[src/rtl/router_pkt_tx_if.sv]
// Host-side request/payload and router-side packet signals of router_pkt_tx, grouped as one bundle.
// slave is the packet-source view; master is the host and router view that drives the stimulus and busy.
interface router_pkt_tx_if;
  logic        req_valid;
  logic        req_ready;
  logic [1:0]  req_addr;
  logic [5:0]  req_len;
  logic        pl_valid;
  logic        pl_ready;
  logic [7:0]  pl_data;
  logic        busy;
  logic        inj_parity;
  logic        pkt_valid;
  logic [7:0]  pkt_data;
  logic        pkt_done;
  logic        req_err;
  logic [15:0] pkt_count;

  modport master (
    output req_valid, req_addr, req_len, pl_valid, pl_data, busy, inj_parity,
    input  req_ready, pl_ready, pkt_valid, pkt_data, pkt_done, req_err, pkt_count
  );

  modport slave (
    input  req_valid, req_addr, req_len, pl_valid, pl_data, busy, inj_parity,
    output req_ready, pl_ready, pkt_valid, pkt_data, pkt_done, req_err, pkt_count
  );
endinterface

[src/rtl/router_pkt_tx.sv]
// Buffers one host packet, then sends header/payload/parity to the router; header 1 cycle after last load beat,
// busy freezes pkt_valid/pkt_data in place. ROUTER_TX_PARITY_INJ_EN enables inj_parity (flips parity bit 0).
module router_pkt_tx #(
  parameter int GAP_CYCLES = 2,
  parameter int MAX_LEN    = 63
) (
  input logic            clock,
  input logic            reset,
  router_pkt_tx_if.slave bus
);
  localparam logic [2:0] S_IDLE = 3'd0;
  localparam logic [2:0] S_LOAD = 3'd1;
  localparam logic [2:0] S_HDR  = 3'd2;
  localparam logic [2:0] S_DATA = 3'd3;
  localparam logic [2:0] S_PAR  = 3'd4;
  localparam logic [2:0] S_GAP  = 3'd5;
  localparam logic [6:0] LEN_MAX  = 7'(MAX_LEN);
  localparam logic [7:0] GAP_LAST = 8'(GAP_CYCLES - 1);

  logic [2:0] state, nxt_state;
  logic [5:0] wr_ptr, nxt_wr, rd_ptr, nxt_rd, len_q, nxt_len;
  logic [1:0] addr_q, nxt_addr;
  logic [7:0] parity, nxt_par, gap_cnt, nxt_gap, nxt_dat;
  logic       inj_q, nxt_inj, done_set, err_set, beat;
  logic [7:0] buffer [MAX_LEN];

`ifndef ROUTER_TX_PARITY_INJ_EN
  logic unused_inj;
  assign unused_inj = bus.inj_parity;
`endif

  always_comb begin
    nxt_state = state;
    nxt_wr    = wr_ptr;
    nxt_rd    = rd_ptr;
    nxt_len   = len_q;
    nxt_addr  = addr_q;
    nxt_par   = parity;
    nxt_gap   = gap_cnt;
    nxt_inj   = inj_q;
    done_set  = 1'b0;
    err_set   = 1'b0;
    beat      = 1'b0;
    nxt_dat   = 8'd0;
    case (state)
      S_IDLE: begin
        nxt_wr = '0;
        nxt_rd = '0;
        if (bus.req_valid && bus.req_ready) begin
          if (bus.req_len == 6'd0 || {1'b0, bus.req_len} > LEN_MAX || bus.req_addr == 2'd3) begin
            err_set = 1'b1;
          end else begin
            nxt_state = S_LOAD;
            nxt_len   = bus.req_len;
            nxt_addr  = bus.req_addr;
            nxt_par   = {bus.req_len, bus.req_addr};
`ifdef ROUTER_TX_PARITY_INJ_EN
            nxt_inj   = bus.inj_parity;
`else
            nxt_inj   = 1'b0;
`endif
          end
        end
      end
      S_LOAD: begin
        if (bus.pl_valid && bus.pl_ready) begin
          beat    = 1'b1;
          nxt_wr  = wr_ptr + 6'd1;
          nxt_par = parity ^ bus.pl_data;
          if (nxt_wr == len_q) nxt_state = S_HDR;
        end
      end
      S_HDR: begin
        if (!bus.busy) begin
          nxt_state = S_DATA;
          nxt_rd    = '0;
        end
      end
      S_DATA: begin
        if (!bus.busy) begin
          nxt_rd = rd_ptr + 6'd1;
          if (nxt_rd == len_q) nxt_state = S_PAR;
        end
      end
      S_PAR: begin
        if (!bus.busy) begin
          nxt_state = S_GAP;
          nxt_gap   = 8'd0;
          done_set  = 1'b1;
        end
      end
      S_GAP: begin
        if (gap_cnt == GAP_LAST) nxt_state = S_IDLE;
        else nxt_gap = gap_cnt + 8'd1;
      end
      default: nxt_state = S_IDLE;
    endcase

    // Outputs are registered from the next state, so a stalled byte simply re-registers itself.
    case (nxt_state)
      S_HDR:   nxt_dat = {nxt_len, nxt_addr};
      S_DATA:  nxt_dat = buffer[nxt_rd];
      S_PAR:   nxt_dat = nxt_par ^ {7'd0, nxt_inj};
      default: nxt_dat = 8'd0;
    endcase
  end

  always_ff @(posedge clock or posedge reset) begin
    if (reset) begin
      state         <= S_IDLE;
      wr_ptr        <= '0;
      rd_ptr        <= '0;
      len_q         <= '0;
      addr_q        <= '0;
      parity        <= '0;
      gap_cnt       <= '0;
      inj_q         <= 1'b0;
      bus.req_ready <= 1'b1;
      bus.pl_ready  <= 1'b0;
      bus.pkt_valid <= 1'b0;
      bus.pkt_data  <= 8'd0;
      bus.pkt_done  <= 1'b0;
      bus.req_err   <= 1'b0;
      bus.pkt_count <= 16'd0;
    end else begin
      state         <= nxt_state;
      wr_ptr        <= nxt_wr;
      rd_ptr        <= nxt_rd;
      len_q         <= nxt_len;
      addr_q        <= nxt_addr;
      parity        <= nxt_par;
      gap_cnt       <= nxt_gap;
      inj_q         <= nxt_inj;
      bus.req_ready <= (nxt_state == S_IDLE);
      bus.pl_ready  <= (nxt_state == S_LOAD);
      bus.pkt_valid <= (nxt_state == S_HDR) || (nxt_state == S_DATA);
      bus.pkt_data  <= nxt_dat;
      bus.pkt_done  <= done_set;
      bus.req_err   <= err_set;
      if (done_set) bus.pkt_count <= bus.pkt_count + 16'd1;
    end
  end

  always_ff @(posedge clock) begin
    if (beat) buffer[wr_ptr] <= bus.pl_data;
  end
endmodule

[src/flat_wrapper.sv]
// flat-port wrapper written by rule: the top's interface ports become plain ports
module router_pkt_tx_flat 
#(
  parameter int GAP_CYCLES = 2,
  parameter int MAX_LEN    = 63
)
  (clock, reset, bus_req_valid, bus_req_addr, bus_req_len, bus_pl_valid, bus_pl_data, bus_busy, bus_inj_parity, bus_req_ready, bus_pl_ready, bus_pkt_valid, bus_pkt_data, bus_pkt_done, bus_req_err, bus_pkt_count);
  router_pkt_tx_if bus_i ();
  input logic clock;
  input logic reset;
  input wire logic [$bits(bus_i.req_valid)-1:0] bus_req_valid;
  input wire logic [$bits(bus_i.req_addr)-1:0] bus_req_addr;
  input wire logic [$bits(bus_i.req_len)-1:0] bus_req_len;
  input wire logic [$bits(bus_i.pl_valid)-1:0] bus_pl_valid;
  input wire logic [$bits(bus_i.pl_data)-1:0] bus_pl_data;
  input wire logic [$bits(bus_i.busy)-1:0] bus_busy;
  input wire logic [$bits(bus_i.inj_parity)-1:0] bus_inj_parity;
  output wire logic [$bits(bus_i.req_ready)-1:0] bus_req_ready;
  output wire logic [$bits(bus_i.pl_ready)-1:0] bus_pl_ready;
  output wire logic [$bits(bus_i.pkt_valid)-1:0] bus_pkt_valid;
  output wire logic [$bits(bus_i.pkt_data)-1:0] bus_pkt_data;
  output wire logic [$bits(bus_i.pkt_done)-1:0] bus_pkt_done;
  output wire logic [$bits(bus_i.req_err)-1:0] bus_req_err;
  output wire logic [$bits(bus_i.pkt_count)-1:0] bus_pkt_count;
  assign bus_i.req_valid = bus_req_valid;
  assign bus_i.req_addr = bus_req_addr;
  assign bus_i.req_len = bus_req_len;
  assign bus_i.pl_valid = bus_pl_valid;
  assign bus_i.pl_data = bus_pl_data;
  assign bus_i.busy = bus_busy;
  assign bus_i.inj_parity = bus_inj_parity;
  assign bus_req_ready = bus_i.req_ready;
  assign bus_pl_ready = bus_i.pl_ready;
  assign bus_pkt_valid = bus_i.pkt_valid;
  assign bus_pkt_data = bus_i.pkt_data;
  assign bus_pkt_done = bus_i.pkt_done;
  assign bus_req_err = bus_i.req_err;
  assign bus_pkt_count = bus_i.pkt_count;
  router_pkt_tx #(.GAP_CYCLES(GAP_CYCLES), .MAX_LEN(MAX_LEN)) u_core (.clock(clock), .reset(reset), .bus(bus_i));
endmodule
[config.mk]
export PLATFORM = sky130hd
export DESIGN_NAME = router_pkt_tx_flat
export DESIGN_NICKNAME = d
export VERILOG_FILES = /design/src/rtl/router_pkt_tx_if.sv /design/src/rtl/router_pkt_tx.sv /design/src/flat_wrapper.sv
export SDC_FILE = /design/constraint.sdc
export NUM_CORES = 1
export LEC_CHECK = 0
export ABC_AREA = 1
export CORE_MARGIN = 1.5
export CORE_UTILIZATION = 60
export CTS_CLUSTER_DIAMETER = 30
export DETAILED_ROUTE_END_ITERATION = 12
export DONT_BUFFER_PORTS = 1
export GPL_TIMING_DRIVEN = 1
export PLACE_DENSITY = 0.76
export SYNTH_ARGS = -nofsm -noshare
export SYNTH_HDL_FRONTEND = slang
export SYNTH_SLANG_ARGS = --single-unit
[constraint.sdc]
create_clock -name clock -period 2.8 [get_ports clock]
set_input_delay 0.28 -clock clock [delete_from_list [all_inputs] [get_ports clock]]
set_output_delay 0.28 -clock clock [all_outputs]
set_load 0.01 [all_outputs]
==> impl_metrics.sql <==
INSERT INTO impl_metrics (metric_group, metric, value, unit) VALUES
('power_and_ir_drop', 'worst_ir_drop_vdd', '0.000653', 'V'),
('clocking', 'tritoncts.num_buffers', '106', ''),
('floorplan', 'floorplan.initialDensity', '0.613', ''),
('worst_setup_path', 'worstSetupStartpointType', 'flip-flop', ''),
('floorplan', 'core', '0.0400', 'sq mm'),
('detailed_routing', 'route.antenna.remaining_nets', '0', ''),
('sta', 'number_of_setup_violations_in_the_final_report', '0', ''),
('clocking', 'htree_depth', '3', ''),
('worst_setup_path', 'worst-path-max-fanout', '40', ''),
('yosys', 'async_reset_ff_frac', '0.120', ''),
('power_and_ir_drop', 'power.static_leakage', '0.0117', 'uW'),
('sta', 'tightest_slew', '0.905', 'ns'),
('run', 'max_cap_viol_count', '0', ''),
('power_and_ir_drop', 'finalPower', '34100', 'uW'),
('layout', 'syn2layout_area_growth', '23.3', '%'),
('yosys', 'syn_nets', '2222', ''),
('worst_setup_path', 'timing.critical_path.arrival', '3.27', 'ns'),
('place', 'post-place-cells', '2708', ''),
('detailed_routing', 'drt-initial-drc-count', '2698', ''),
('worst_setup_path', 'worstSetupPathType', 'reg -> reg', ''),
('global_route', 'antenna_found_initial', '1', ''),
('sta', 'rsz0062_at_grt', 'true', ''),
('detailed_routing', '1st_pass_router_iterations', '7', ''),
('sta', 'fin_hold_ws', '0.0373', 'ns'),
('layout', 'nets', '2351', ''),
('clocking', 'cts_buffer_depth', '3', ''),
('worst_setup_path', 'cp-end-kind', 'flip-flop', ''),
('clocking', 'cts.root.buffer_cell', 'sky130_fd_sc_hd__clkbuf_16', ''),
('layout', 'layout.cells.non_filler', '2936', ''),
('global_route', 'gr-usage-all-layers', '0.320', ''),
('outcome', 'outcome', 'finished clean', ''),
('global_route', 'grt_overflow_total', '0', ''),
('yosys', 'yosysMostFrequentCell', 'sky130_fd_sc_hd__nand3_1', ''),
('sta', 'worst_clock_skew', '0.0193', 'ns'),
('yosys', 'syn-cell-area', '0.0245', 'sq mm'),
('global_route', 'grt_first_pass_wirelength', '101000', 'um'),
('yosys', 'synthFlopType', 'sky130_fd_sc_hd__edfxtp_1', ''),
('sta', 'final_max_slew_viol_count', '0', ''),
('sta', 'final.period_utilization', '0.986', ''),
('floorplan', 'top_level_ports', '51', ''),
('yosys', 'synth-edff-count', '504', ''),
('yosys', 'synth.ff_latch_count', '573', ''),
('detailed_routing', 'number_of_vias_per_cell_after_detailed_routing', '6.24', ''),
('clocking', 'numClockSinks', '573', ''),
('floorplan', 'chipHeight', '205', 'um'),
('clocking', 'cts_tree', 'built', ''),
('global_route', 'grt_pass1_vias', '17900', ''),
('sta', 'totalNegativeSetupSlack', '0', 'ns'),
('yosys', 'post-synth-top-area-fraction', '0.617', ''),
('layout', 'drive_above_1_share', '0.149', ''),
('sta', 'fmax', '0.362', 'GHz'),
('layout', 'layout.core_utilization', '0.756', ''),
('hold_path', 'worst_hold_path_type', 'in -> reg', ''),
('sta', 'min_period', '2.76', 'ns'),
('yosys', 'post_synth_inst_count', '2194', ''),
('floorplan', 'fp.dieArea', '0.0421', 'sq mm'),
('detailed_routing', 'dr_total_vias', '18300', ''),
('detailed_routing', 'finalWirelength', '67900', 'um'),
('place', 'gp_routability_congestion', '0.909', ''),
('yosys', 'post-synth-top-area-cell', 'sky130_fd_sc_hd__edfxtp_1', ''),
('place', 'placement.io_buffers', '0', ''),
('floorplan', 'die_width', '205', 'um'),
('power_and_ir_drop', 'power.density', '1130', 'mW/mm^2'),
('floorplan', 'floorplan.rows', '73', ''),
('sta', 'finalHoldViolCount', '0', ''),
('clocking', 'clock_insertion_delay_worst_skew', '0.63', 'ns'),
('clocking', 'clk_pin_slew_worst_setup_hold_paths', '0.04', 'ns'),
('yosys', 'syn_area_per_cell', '11.2', 'sq um'),
('detailed_routing', 'post-route-drc-count', '0', ''),
('yosys', 'netlist_top_cells_area', 'sky130_fd_sc_hd__edfxtp_1 (62%), sky130_fd_sc_hd__nand3_1 (15%), sky130_fd_sc_hd__dfrtp_1 (6.9%)', ''),
('yosys', 'synth.lib_cells_used.distinct', '41', ''),
('yosys', 'synthesis.yosys.warnings', '0', ''),
('global_route', 'grt_max_degree', '81', ''),
('worst_setup_path', 'cp_data_required_time', '3.31', 'ns'),
('yosys', 'most_common_library_cells_after_synthesis', 'sky130_fd_sc_hd__nand3_1 (744), sky130_fd_sc_hd__edfxtp_1 (504), sky130_fd_sc_hd__nand2_1 (410), sky130_fd_sc_hd__inv_1 (107), sky130_fd_sc_hd__nor2_1 (90)', ''),
('detailed_routing', 'wire_per_inst', '23.1', 'um'),
('layout', 'num_antenna_cells', '0', ''),
('sta', 'relSlewSlack', '0.395', ''),
('place', 'dp.final_hpwl', '35700', 'um'),
('yosys', 'yosysSeqAreaShare', '0.688', '');
==> critical path, stage by stage, from the launching register on <==
cell and delay (ns):
sky130_fd_sc_hd__dfrtp_1 0.44, sky130_fd_sc_hd__ha_1 0.31, sky130_fd_sc_hd__inv_1 0.05, sky130_fd_sc_hd__nand2_1 0.10, sky130_fd_sc_hd__nand3_4 0.21, sky130_fd_sc_hd__buf_4 0.23, sky130_fd_sc_hd__clkbuf_16 0.22, sky130_fd_sc_hd__nand3_1 0.11
sky130_fd_sc_hd__nand3_1 0.09, sky130_fd_sc_hd__nand3_1 0.11, sky130_fd_sc_hd__nand3_1 0.15, sky130_fd_sc_hd__nand3_1 0.15, sky130_fd_sc_hd__nand3_1 0.19, sky130_fd_sc_hd__nand3_1 0.18, sky130_fd_sc_hd__nand2_1 0.08
==> logic make-up (layout without fill, tap and decap cells) <==
| kind of cell | Yosys count | after routing | synth area share |
|---|---|---|---|
| fa+ha+maj | 6 | 6 | 0.00306 |
| compound gates | 43 | 43 | 0.0107 |
| simple gates | 1294 | 1295 | 0.243 |
| flops | 573 | 573 | 0.688 |
| xor+xnor | 30 | 30 | 0.0113 |
| buf+inv | 248 | 464 | 0.0437 |
==> path summary, 6_finish.rpt <==
path,start,endpoint,slack [ns],cells past startpoint
max in group asynchronous,reset,u_core.rd_ptr[5],1.77,3
worst max register to register,u_core.rd_ptr[0],u_core.bus.pkt_data[3],0.04,14
min in group asynchronous,reset,u_core.bus.pkt_count[14],0.25,2
worst min register to register,u_core.addr_q[1],u_core.addr_q[1],0.49,2
worst max-delay path,u_core.rd_ptr[0],u_core.bus.pkt_data[3],0.04,14
worst min-delay path,bus_pl_data[5],u_core.buffer[16][5],0.04,1
==> sequential cells by signal, indices dropped and copies added (netlist names), 2 cells and up <==
register and count:
u_core.bus.pkt_count 16, u_core.len_q 6, u_core.addr_q 2, u_core.parity 8, u_core.state 3, u_core.gap_cnt 8, u_core.rd_ptr 6, u_core.wr_ptr 6
u_core.buffer 504, u_core.bus.pkt_data 8
==> metrics by stage <==
step           setup WS (ns)  cell area [sq um]
6_report              0.0382              30200
3_3_place_gp           0.220              25700
4_1_cts                0.105              30000
2_1_floorplan          0.416              24500
5_1_grt              -0.0312              30200
3_5_place_dp           0.149              25700
==> cell type report <==
class | count | area [sq um]
clock buffers | 119 | 2800
clock inverters | 77 | 1090
fillers | 2379 | 9780
inverters | 118 | 445
multi-input cells | 1374 | 6670
flip-flops and latches | 573 | 16900
well taps | 525 | 657
repair buffers | 150 | 1710
==> layer usage <==
layer	wire, um	global-route usage	share of wire
met5	0	0	0
met4	2810	0.148	0.041
met3	7540	0.0713	0.11
met2	32100	0.510	0.47
met1	25400	0.421	0.37
==> cells in the final DEF, fill, tap and decap left out, types with 15 or more instances in the layout <==
cell type	count
sky130_fd_sc_hd__o21ai_0	16
sky130_fd_sc_hd__nand3_1	739
sky130_fd_sc_hd__buf_12	16
sky130_fd_sc_hd__clkinv_2	15
sky130_fd_sc_hd__nand2_1	410
sky130_fd_sc_hd__buf_4	102
sky130_fd_sc_hd__inv_1	106
sky130_fd_sc_hd__bufinv_16	25
sky130_fd_sc_hd__clkbuf_16	115
sky130_fd_sc_hd__nor2_1	90
sky130_fd_sc_hd__xor2_1	19
sky130_fd_sc_hd__edfxtp_1	504
sky130_fd_sc_hd__dfrtp_1	67
==> where the power goes <==
part	total (uW)	leakage (uW)	switching (uW)	internal [uW]
combinational	10400	0.00440	7080	3300
clock	13800	0.00187	4320	9450
sequential	9910	0.00541	266	9640
total	34100	0.0117	11700	22400
==> timing repair <==
action	in CTS	in global routing
endpoints found under the setup margin	0	15
setup buffers	0	4
endpoints found under the hold margin	561	0
hold buffers	21	0
gates resized for setup	0	12
Power figures use the tool's default switching activity.
